**src/rtl/julia_pkg.sv**
```systemverilog
// Shared definitions for the frame-buffer SDRAM clients.
// Command encodings, address width and write-client FSM states.
package julia_pkg;

  localparam int ADDR_W = 22;

  localparam logic [1:0] CMD_IDLE  = 2'd0;
  localparam logic [1:0] CMD_WRITE = 2'd1;
  localparam logic [1:0] CMD_READ  = 2'd2;

  typedef enum logic [1:0] {
    WR_IDLE,
    WR_REQ,
    WR_WRITE
  } wr_state_t;

endpackage

```
**src/rtl/sync_fifo.sv**
```systemverilog
// Single-clock show-ahead FIFO with occupancy count.
// A push while full is taken only when a pop frees the slot in the same cycle.
module sync_fifo #(
  parameter int WIDTH     = 32,
  parameter int PTR_WIDTH = 4
) (
  input  logic                 clk,
  input  logic                 reset,
  input  logic                 push,
  input  logic [WIDTH-1:0]     push_data,
  input  logic                 pop,
  output logic [WIDTH-1:0]     head,
  output logic [PTR_WIDTH:0]   count,
  output logic                 full
);

  localparam logic [PTR_WIDTH:0] DEPTH =
    {1'b1, {PTR_WIDTH{1'b0}}};

  logic [WIDTH-1:0]     mem [2**PTR_WIDTH];
  logic [PTR_WIDTH-1:0] wr_ptr;
  logic [PTR_WIDTH-1:0] rd_ptr;
  logic                 empty;
  logic                 do_push;
  logic                 do_pop;

  assign empty   = (count == '0);
  assign full    = (count == DEPTH);
  assign do_pop  = pop && !empty;
  assign do_push = push && (!full || do_pop);
  assign head    = mem[rd_ptr];

  // Storage array, written on every accepted push.
  always_ff @(posedge clk) begin
    if (do_push) begin
      mem[wr_ptr] <= push_data;
    end
  end

  // Pointers and occupancy; simultaneous push and pop leave the count alone.
  always_ff @(posedge clk or posedge reset) begin
    if (reset) begin
      wr_ptr <= '0;
      rd_ptr <= '0;
      count  <= '0;
    end else begin
      if (do_push) begin
        wr_ptr <= wr_ptr + PTR_WIDTH'(1);
      end
      if (do_pop) begin
        rd_ptr <= rd_ptr + PTR_WIDTH'(1);
      end
      case ({do_push, do_pop})
        2'b10:   count <= count + (PTR_WIDTH+1)'(1);
        2'b01:   count <= count - (PTR_WIDTH+1)'(1);
        default: count <= count;
      endcase
    end
  end

endmodule

```
**src/rtl/sdram_frame_writer.sv**
```systemverilog
// Write-side SDRAM client: buffers the pixel stream and writes it
// to the frame buffer in fixed bursts with raster-order addressing.
module sdram_frame_writer
  import julia_pkg::*;
#(
  parameter int X_PX           = 800,
  parameter int Y_PX           = 480,
  parameter int FRAME_BASE     = 0,
  parameter int BURST_LENGTH   = 8,
  parameter int FIFO_PTR_WIDTH = 4
) (
  input  logic              clk,
  input  logic              reset,
  input  logic [31:0]       pix_data,
  input  logic              pix_valid,
  input  logic              pix_sof,
  output logic              pix_ready,
  output logic              wr_request,
  input  logic              wr_grant,
  output logic [1:0]        command,
  output logic [ADDR_W-1:0] data_address,
  output logic [31:0]       data_write,
  input  logic              data_write_done,
  output logic              frame_done,
  output logic              sync_error
);

  localparam int TOTAL = X_PX * Y_PX;
  localparam int CNT_W = (TOTAL > 1) ? $clog2(TOTAL) : 1;
  localparam int CW    = FIFO_PTR_WIDTH + 1;
  localparam int CD_W  =
    (BURST_LENGTH > 1) ? $clog2(BURST_LENGTH) : 1;

  localparam logic [ADDR_W-1:0] BASE =
    ADDR_W'(FRAME_BASE);
  localparam logic [ADDR_W-1:0] LAST =
    ADDR_W'(FRAME_BASE + TOTAL - 1);
  localparam logic [CNT_W-1:0]  CNT_LAST =
    CNT_W'(TOTAL - 1);
  localparam logic [CW-1:0]     BURST_CNT =
    CW'(BURST_LENGTH);
  localparam logic [CD_W-1:0]   CD_INIT =
    CD_W'(BURST_LENGTH - 1);

  logic              accept;
  logic              fifo_full;
  logic              pop;
  logic [31:0]       head;
  logic [CW-1:0]     fifo_count;
  logic [CNT_W-1:0]  in_cnt;

  wr_state_t         state;
  wr_state_t         state_n;
  logic [1:0]        command_n;
  logic              wr_request_n;
  logic [ADDR_W-1:0] address_n;
  logic [31:0]       data_n;
  logic [CD_W-1:0]   countdown;
  logic [CD_W-1:0]   countdown_n;
  logic              frame_done_n;

  assign pix_ready = !fifo_full;
  assign accept    = pix_valid && pix_ready;

  sync_fifo #(
    .WIDTH     (32),
    .PTR_WIDTH (FIFO_PTR_WIDTH)
  ) u_fifo (
    .clk       (clk),
    .reset     (reset),
    .push      (accept),
    .push_data (pix_data),
    .pop       (pop),
    .head      (head),
    .count     (fifo_count),
    .full      (fifo_full)
  );

  // Raster position of the next accepted pixel; sof never realigns it.
  always_ff @(posedge clk or posedge reset) begin
    if (reset) begin
      in_cnt     <= '0;
      sync_error <= 1'b0;
    end else begin
      sync_error <= accept && pix_sof && (in_cnt != '0);
      if (accept) begin
        in_cnt <= (in_cnt == CNT_LAST) ? '0
                                       : in_cnt + CNT_W'(1);
      end
    end
  end

  // Burst sequencer: next state, outputs, pops and address stepping.
  always_comb begin
    state_n      = state;
    command_n    = command;
    wr_request_n = wr_request;
    address_n    = data_address;
    data_n       = data_write;
    countdown_n  = countdown;
    frame_done_n = 1'b0;
    pop          = 1'b0;
    unique case (state)
      WR_IDLE: begin
        if (fifo_count >= BURST_CNT) begin
          state_n      = WR_REQ;
          wr_request_n = 1'b1;
        end
      end
      WR_REQ: begin
        if (wr_grant) begin
          state_n     = WR_WRITE;
          command_n   = CMD_WRITE;
          data_n      = head;
          pop         = 1'b1;
          countdown_n = CD_INIT;
        end
      end
      WR_WRITE: begin
        if (data_write_done) begin
          if (data_address == LAST) begin
            address_n    = BASE;
            frame_done_n = 1'b1;
          end else begin
            address_n = data_address + ADDR_W'(1);
          end
          if (countdown == '0) begin
            state_n      = WR_IDLE;
            command_n    = CMD_IDLE;
            wr_request_n = 1'b0;
          end else begin
            countdown_n = countdown - CD_W'(1);
            data_n      = head;
            pop         = 1'b1;
          end
        end
      end
      default: begin
        state_n = WR_IDLE;
      end
    endcase
  end

  // Sequencer registers; reset aborts any burst in flight.
  always_ff @(posedge clk or posedge reset) begin
    if (reset) begin
      state        <= WR_IDLE;
      command      <= CMD_IDLE;
      wr_request   <= 1'b0;
      data_address <= BASE;
      data_write   <= '0;
      countdown    <= '0;
      frame_done   <= 1'b0;
    end else begin
      state        <= state_n;
      command      <= command_n;
      wr_request   <= wr_request_n;
      data_address <= address_n;
      data_write   <= data_n;
      countdown    <= countdown_n;
      frame_done   <= frame_done_n;
    end
  end

endmodule
```
**config.mk**
```make
export PLATFORM = sky130hd
export DESIGN_NAME = sdram_frame_writer
export DESIGN_NICKNAME = d
export VERILOG_FILES = /design/src/rtl/julia_pkg.sv /design/src/rtl/sync_fifo.sv /design/src/rtl/sdram_frame_writer.sv
export SDC_FILE = /design/constraint.sdc
export NUM_CORES = 1
export LEC_CHECK = 0
export CORE_MARGIN = 2
export CORE_UTILIZATION = 50
export CTS_CLUSTER_DIAMETER = 50
export DETAILED_ROUTE_END_ITERATION = 8
export GPL_TIMING_DRIVEN = 1
export PLACE_DENSITY = 0.77
export SETUP_SLACK_MARGIN = 0.5
export SLEW_MARGIN = 20
export SYNTH_ARGS = -nofsm -noshare
export SYNTH_HDL_FRONTEND = slang
export SYNTH_SLANG_ARGS = --single-unit
export TNS_END_PERCENT = 50
```
**constraint.sdc**
```tcl
create_clock -name clk -period 7.7 [get_ports clk]
set_input_delay 1.155 -clock clk [delete_from_list [all_inputs] [get_ports clk]]
set_output_delay 1.155 -clock clk [all_outputs]
set_load 0.1 [all_outputs]
```
After elaboration in Yosys (flattened, before gate mapping)
Memories as Yosys holds them, arrays and structs flattened.
Cells that the tools add are included.
{"block": "totals", "register_bits": 96, "latchBits": 0, "ram_bits": 512, "rom_bits": 0, "input_bits": 38, "out_inout_bits": 60, "word_cells": 84, "mem_count": 1}
{"block": "op_classes", "addsub": 7, "mul": 0, "n_div": 0, "magnitude_cmp": 1, "eq_ne": 12, "shifts": 0, "muxes": 31, "n_bitwise": 0, "n_reduce_logical": 20}
{"name": "u_fifo.mem", "depth": 16, "word_bits": 32, "rd": 1, "rd_clocked_by_memory_dff": 0, "write_ports": 1, "line_no": "sync_fifo.sv:20", "source": "logic [WIDTH-1:0] mem [2**PTR_WIDTH];"}
{"op": "$mux 32", "count": 3}
{"op": "$pmux 32 s2", "count": 1}
{"op": "$add 22x1->22 const B", "count": 1}
{"op": "$eq 22x19->1 const B", "count": 1}
{"op": "$mux 22", "count": 1}
{"op": "$add 19x1->19 const B", "count": 1}
{"op": "$eq 19x19->1 const B", "count": 1}
{"op": "$mux 19", "count": 1}
{"op": "$reduce_bool 19->1", "count": 1}
{"op": "$reduce_and 4->1", "count": 4}
{"op": "$mux 1", "count": 11}
{"op": "$mux 2", "count": 5}
{"op": "$ne 2x2->1 const B", "count": 5}
{"op": "$pmux 5 s2", "count": 1}
{"op": "$mux 3", "count": 3}
{"op": "$add 4x1->4 const B", "count": 2}
{"op": "$pmux 2 s3", "count": 1}
{"op": "$pmux 3 s2", "count": 1}
{"op": "$reduce_bool 2->1", "count": 3}
{"op": "$add 5x1->5 const B", "count": 1}
{"op": "$eq 5x5->1 const B", "count": 1}
{"op": "$ge 5x4->1 const B", "count": 1}
{"op": "$logic_and 1x1->1", "count": 5}
{"op": "$logic_not 5->1", "count": 1}
{"op": "other kinds (11)", "count": 15}

Depth between registers and ports, before layout
{"block": "logic_depth", "ltp_word": 9, "ltp_mapped": 16}

By module
Synthesis repeated with hierarchy kept, for this count alone.
{"block": "hier_totals", "hier_cells": 1247, "hier_area_um2": 24011.8}
{"mod": "sync_fifo", "n_inst": 1, "cells_per_inst": 897, "area_per_inst_um2": 20156.8}
{"mod": "sdram_frame_writer", "n_inst": 1, "cells_per_inst": 350, "area_per_inst_um2": 3854.9}

Least setup slack after synthesis
Ideal clock, no wire load.
{"block": "synth_path", "path_kind": "input-to-reg", "from": "input port data_write_done", "to": "register u_fifo.count[4]", "setup_ps": 80, "t_arrival_ps": 3220, "required_ps": 7620, "path_slack_ps": 4400, "path_stages": 13, "path_buffers": 2, "cell_sequence": "and2_1 buf_4 nand2_1 a221oi_2 ha_1 clkbuf_1 xor2_1 ha_1 nand2_1 nor2_1 o21ai_0 a31oi_1 xnor2_1"}
{"block": "synth_via", "elab_chain_len": 7}
{"item": "start, declared", "line_no": "sdram_frame_writer.sv:23", "source": "input logic data_write_done,"}
{"item": "$mux 1 (*)", "line_no": "sdram_frame_writer.sv:120", "source": "if (data_write_done) begin"}
{"item": "$pmux 1 s2 (*)", "line_no": "sdram_frame_writer.sv:103", "source": "unique case (state)"}
{"item": "$logic_and 1x1->1 (*)", "line_no": "sync_fifo.sv:29", "source": "assign do_pop = pop && !empty;"}
{"item": "net u_fifo.do_pop", "line_no": "sync_fifo.sv:25", "source": "logic do_pop;"}
{"item": "$logic_or 1x1->1", "line_no": "sync_fifo.sv:30", "source": "assign do_push = push && (!full || do_pop);"}
{"item": "$logic_and 1x1->1", "line_no": "sync_fifo.sv:30"}
{"item": "$eq 2x1->1 / $eq 2x2->1 (equally long branches)", "line_no": "sync_fifo.sv:53", "source": "case ({do_push, do_pop})"}
{"item": "$pmux 5 s2 / $reduce_bool 2->1 (equally long branches)"}
{"item": "end signal, assigned", "line_no": "sync_fifo.sv:54", "source": "2'b10: count <= count + (PTR_WIDTH+1)'(1);"}
{"item": "end signal, assigned", "line_no": "sync_fifo.sv:55", "source": "2'b01: count <= count - (PTR_WIDTH+1)'(1);"}
{"item": "end signal, assigned", "line_no": "sync_fifo.sv:56", "source": "default: count <= count;"}
{"item": "end, declared", "line_no": "sync_fifo.sv:13", "source": "output logic [PTR_WIDTH:0] count,"}
The timed path passes the listed nets; every way through them passes the cells marked *.
A chain may end at the register's enable or synchronous reset.

Worst setup path after layout
{"block": "layout_path", "from": "register u_fifo.count[1]", "to": "output port pix_ready"}
{"block": "layout_via", "elab_chain_len": 2}
{"item": "$eq 5x5->1", "line_no": "sync_fifo.sv:28", "source": "assign full = (count == DEPTH);"}
{"item": "$logic_not 1->1", "line_no": "sdram_frame_writer.sv:62", "source": "assign pix_ready = !fifo_full;"}
{"item": "end, declared", "line_no": "sdram_frame_writer.sv:17", "source": "output logic pix_ready,"}
Every way passes these cells.

==> out/summary.json <==
{
  "clock_tree": {
    "cts.root.buffer_cell": "sky130_fd_sc_hd__clkbuf_16",
    "tritoncts_num_sinks": 607,
    "cts_repair_resize_count": 0,
    "holdBufCountCts": 0,
    "clkTransAtPathRegs_ns": 0.06,
    "cts_buffer_depth": 3,
    "cts_made_buffers": 59,
    "clock_latency_ns": 0.62,
    "htree_levels": 2,
    "tritoncts": "yes",
    "post-cts-setup-buffers": 0
  },
  "grt": {
    "grt_overflow": 0,
    "globalRouteTotalUtil_pct": 19.1,
    "grt_pass1_vias": 12000,
    "grt_antenna_before_repair": 1,
    "grt_first_pass_wirelength_mm": 72.1,
    "grt_max_degree": 66
  },
  "timing": {
    "tns_ns": 0,
    "headroom_to_the_max_slew_limit_pct": 25.0,
    "timing_worst_slew_pin_value_ns": 1.13,
    "clock-skew-final_ns": 0.0175,
    "final_period_minus_worst_setup_slack_ns": 3.85,
    "achievable-frequency_ghz": 0.260,
    "grt_setup_unrepaired": "no",
    "setup-violations-final": 0,
    "timing_max_transition_violations_final": 0,
    "final.period_utilization_pct": 50.0,
    "final_hold_viols": 0
  },
  "drt": {
    "wire_per_inst_um": 23.2,
    "detail-route-antenna-nets": 0,
    "vias": 11600,
    "vias_per_cell": 5.78,
    "drt-pass1-iter-count": 5,
    "detailedRoute.firstIterationViolations": 1167,
    "drc": 0,
    "routed_wirelength_mm": 46.5
  },
  "synth": {
    "yosys_warnings": 0,
    "cell_count_after_synthesis": 1238,
    "dominant_combinational_cell_family_by_area_after_synthesis": "multiplexers",
    "arithmetic_cell_share_of_the_synthesized_area_counting_full_adders_half_adders_and_majority_gates_pct": 0.891,
    "post_synth_num_cell_types": 57,
    "syn_nets": 1293,
    "synthesis.area_per_instance_um2": 19.3,
    "synth.area.mux_share_pct": 13.6,
    "synth-seq-area-share_pct": 74.4,
    "postSynthRegisterBits": 607,
    "syn_area_um2": 23900,
    "synth-compound-area-share_pct": 2.98,
    "yosys.area_share.simple_pct": 4.83,
    "yosys.area_share.xor_xnor_pct": 1.69
  },
  "place": {
    "detailedPlacementHpwl_mm": 24.6,
    "place_area_um2": 25400,
    "routabilityCongestion": 0.805,
    "port_buf_inserts": 96
  },
  "power_and_ir_drop": {
    "leakagePower_nw": 9.18,
    "power_density_over_the_cells_nw_per_um2": 377,
    "max-vdd-ir-drop_uv": 293
  },
  "outcome": {
    "status": "complete, no violations"
  },
  "finish": {
    "final_layout_size_suffix_gt1_share_pct": 18.8,
    "design.final.nets": 1397,
    "antenna_cells": 0,
    "design_area_um2": 27300,
    "area_growth_pct": 14.4
  },
  "hold_path": {
    "hp-class": "reg2reg",
    "timing.hold.worst_endpoint": "data_write[25]",
    "hold-path-cell-count": 2,
    "hp-start": "data_write[25]"
  },
  "critical_path": {
    "r2r_setup_slk_ns": 4.30,
    "ff2ff_path_depth": 13,
    "worstPathRequired_ns": 6.55,
    "setup.worst_path.end_class": "output port",
    "timing.rr.end": "u_fifo.count[4]",
    "cp.arrival_ns": 2.70,
    "setup.worst_path.class": "reg2out",
    "cp-start-kind": "register",
    "critical_path.max_fanout": 7,
    "reg2reg_from": "state[0]"
  },
  "flow_run": {
    "maxCapViolCount": 0
  },
  "floorplan": {
    "io_pins": 98,
    "initial_utilization_pct": 50.3,
    "die_width_um": 223,
    "die_area_um2": 49500,
    "coreArea_um2": 47400,
    "fp.dieH_um": 223,
    "number_of_rows_created_at_floorplan": 80
  }
}
## state kept, by name, indices dropped and copies added, names as in the netlist, 3 cells and up
register / flops
u_fifo.count: 5
u_fifo.rd_ptr: 4
u_fifo.wr_ptr: 4
data_write: 32
countdown: 3
in_cnt: 19
u_fifo.mem: 512
data_address: 22
## Yosys cell counts (all sizes together)
master | count | area [um^2]
or4 | 3 | 26.3
nor4b | 2 | 17.5
a31oi | 2 | 12.5
nand3b | 4 | 30.0
nor2b | 4 | 25.0
xnor2 | 22 | 193
a211oi | 1 | 12.5
and2 | 11 | 68.8
o21ai | 43 | 215
nor4 | 5 | 67.6
o41ai | 1 | 8.76
nor3 | 9 | 56.3
dfrtp | 95 | 2380
o22ai | 1 | 6.26
a21o | 3 | 22.5
nand4 | 12 | 81.3
a22oi | 1 | 7.51
inv | 14 | 52.6
clkbuf | 19 | 72.6
o311a | 1 | 10.0
nand3 | 23 | 133
buf | 43 | 255
and3 | 10 | 62.6
a221oi | 1 | 15.0
xor2 | 24 | 210
ha | 17 | 213
a2111oi | 1 | 27.5
edfxtp | 512 | 15400
or3b | 1 | 8.76
mux2 | 3 | 33.8
mux2i | 34 | 340
mux4 | 128 | 2880
conb | 1 | 3.75
o31ai | 2 | 15.0
o22a | 1 | 8.76
o221ai | 32 | 280
a21boi | 1 | 11.3
and4 | 5 | 43.8
a221o | 1 | 10.0
nand2b | 7 | 43.8
nor2 | 34 | 128
a21oi | 8 | 40.0
a22o | 1 | 8.76
or2 | 2 | 12.5
nand2 | 93 | 349
## layout by cell type (no fill, tap or decap), types with 11 or more instances in the layout
| cell | Yosys | layout |
|---|---|---|
| sky130_fd_sc_hd__o21ai_1 | 17 | 17 |
| sky130_fd_sc_hd__nand4_1 | 11 | 11 |
| sky130_fd_sc_hd__clkbuf_16 | 0 | 60 |
| sky130_fd_sc_hd__clkbuf_1 | 18 | 19 |
| sky130_fd_sc_hd__o221ai_1 | 32 | 32 |
| sky130_fd_sc_hd__nand2_1 | 93 | 93 |
| sky130_fd_sc_hd__edfxtp_1 | 512 | 512 |
| sky130_fd_sc_hd__dfrtp_1 | 95 | 92 |
| sky130_fd_sc_hd__mux4_2 | 128 | 128 |
| sky130_fd_sc_hd__xor2_1 | 24 | 24 |
| sky130_fd_sc_hd__xnor2_1 | 22 | 22 |
| sky130_fd_sc_hd__nor2_1 | 34 | 34 |
| sky130_fd_sc_hd__nand3_1 | 21 | 21 |
| sky130_fd_sc_hd__mux2i_1 | 34 | 34 |
| sky130_fd_sc_hd__o21ai_0 | 26 | 26 |
| sky130_fd_sc_hd__inv_1 | 13 | 12 |
| sky130_fd_sc_hd__clkdlybuf4s50_1 | 0 | 96 |
| sky130_fd_sc_hd__ha_1 | 17 | 17 |
## stage by stage
stage	cells	util [%]	setup slack, ns	power, mW	hold WS (ns)
2_1_floorplan	1238	-	4.07	6.73	0.453
4_1_cts	2007	57.5	3.80	10.4	0.493
5_1_grt	2008	57.6	3.71	10.7	0.514
6_report	2008	57.6	3.85	10.3	0.488
3_5_place_dp	1895	53.5	3.49	7.53	0.478
3_3_place_gp	1895	53.5	3.58	7.46	0.464
## layout make-up
class | instances | area [um^2]
Clock buffer | 81 | 1600
Clock inverter | 31 | 323
Fill cell | 3490 | 20100
Inverter | 14 | 55.1
Multi-Input combinational cell | 555 | 5770
Sequential cell | 607 | 17800
Tap cell | 615 | 769
Timing Repair Buffer | 105 | 1040
## where the power goes
part / switching, mW / leakage (nW) / internal [mW]
Sequential: 0.308 / 5.81 / 4.01
Combinational: 1.96 / 2.43 / 1.16
Clock: 1.22 / 0.936 / 1.63
Total: 3.48 / 9.18 / 6.81
## layer usage
| metal | track usage [%] | part of all wire, % | up-vias |
|---|---|---|---|
| li1 | - | - | 5169 |
| met1 | 26.4 | 44 | 6070 |
| met2 | 31.5 | 50 | 312 |
| met3 | 3.41 | 4.7 | 60 |
| met4 | 5.91 | 2.0 | 2 |
| met5 | 0 | 0.026 | - |
## cell families after synthesis
family / count (synthesis)
other: 1
AND/OR/NAND/NOR: 225
multiplexers: 165
AO/OA/AOI/OAI: 101
adder cells (fa/ha/maj): 17
XOR/XNOR: 46
buffers and inverters: 76
flip-flops: 607
## worst max-delay path by stage
stage	slack, ns	cells after the start	to	from
finish	3.85	3	pix_ready	u_fifo.count[1]
detailed placement	3.49	5	u_fifo.mem[0][18]	pix_valid
global route	3.71	3	pix_ready	u_fifo.count[1]
global placement	3.58	12	u_fifo.count[4]	data_write_done
CTS	3.80	3	pix_ready	u_fifo.count[1]
floorplan	4.07	1	command[0]	reset
## critical path: stages, from the launching register on
cell,delay [ns]
sky130_fd_sc_hd__dfrtp_1,0.47
sky130_fd_sc_hd__nor4_4,0.54
sky130_fd_sc_hd__nand2_1,0.10
sky130_fd_sc_hd__clkdlybuf4s50_1,0.98
Note: power is estimated with default switching activity, not from simulation.
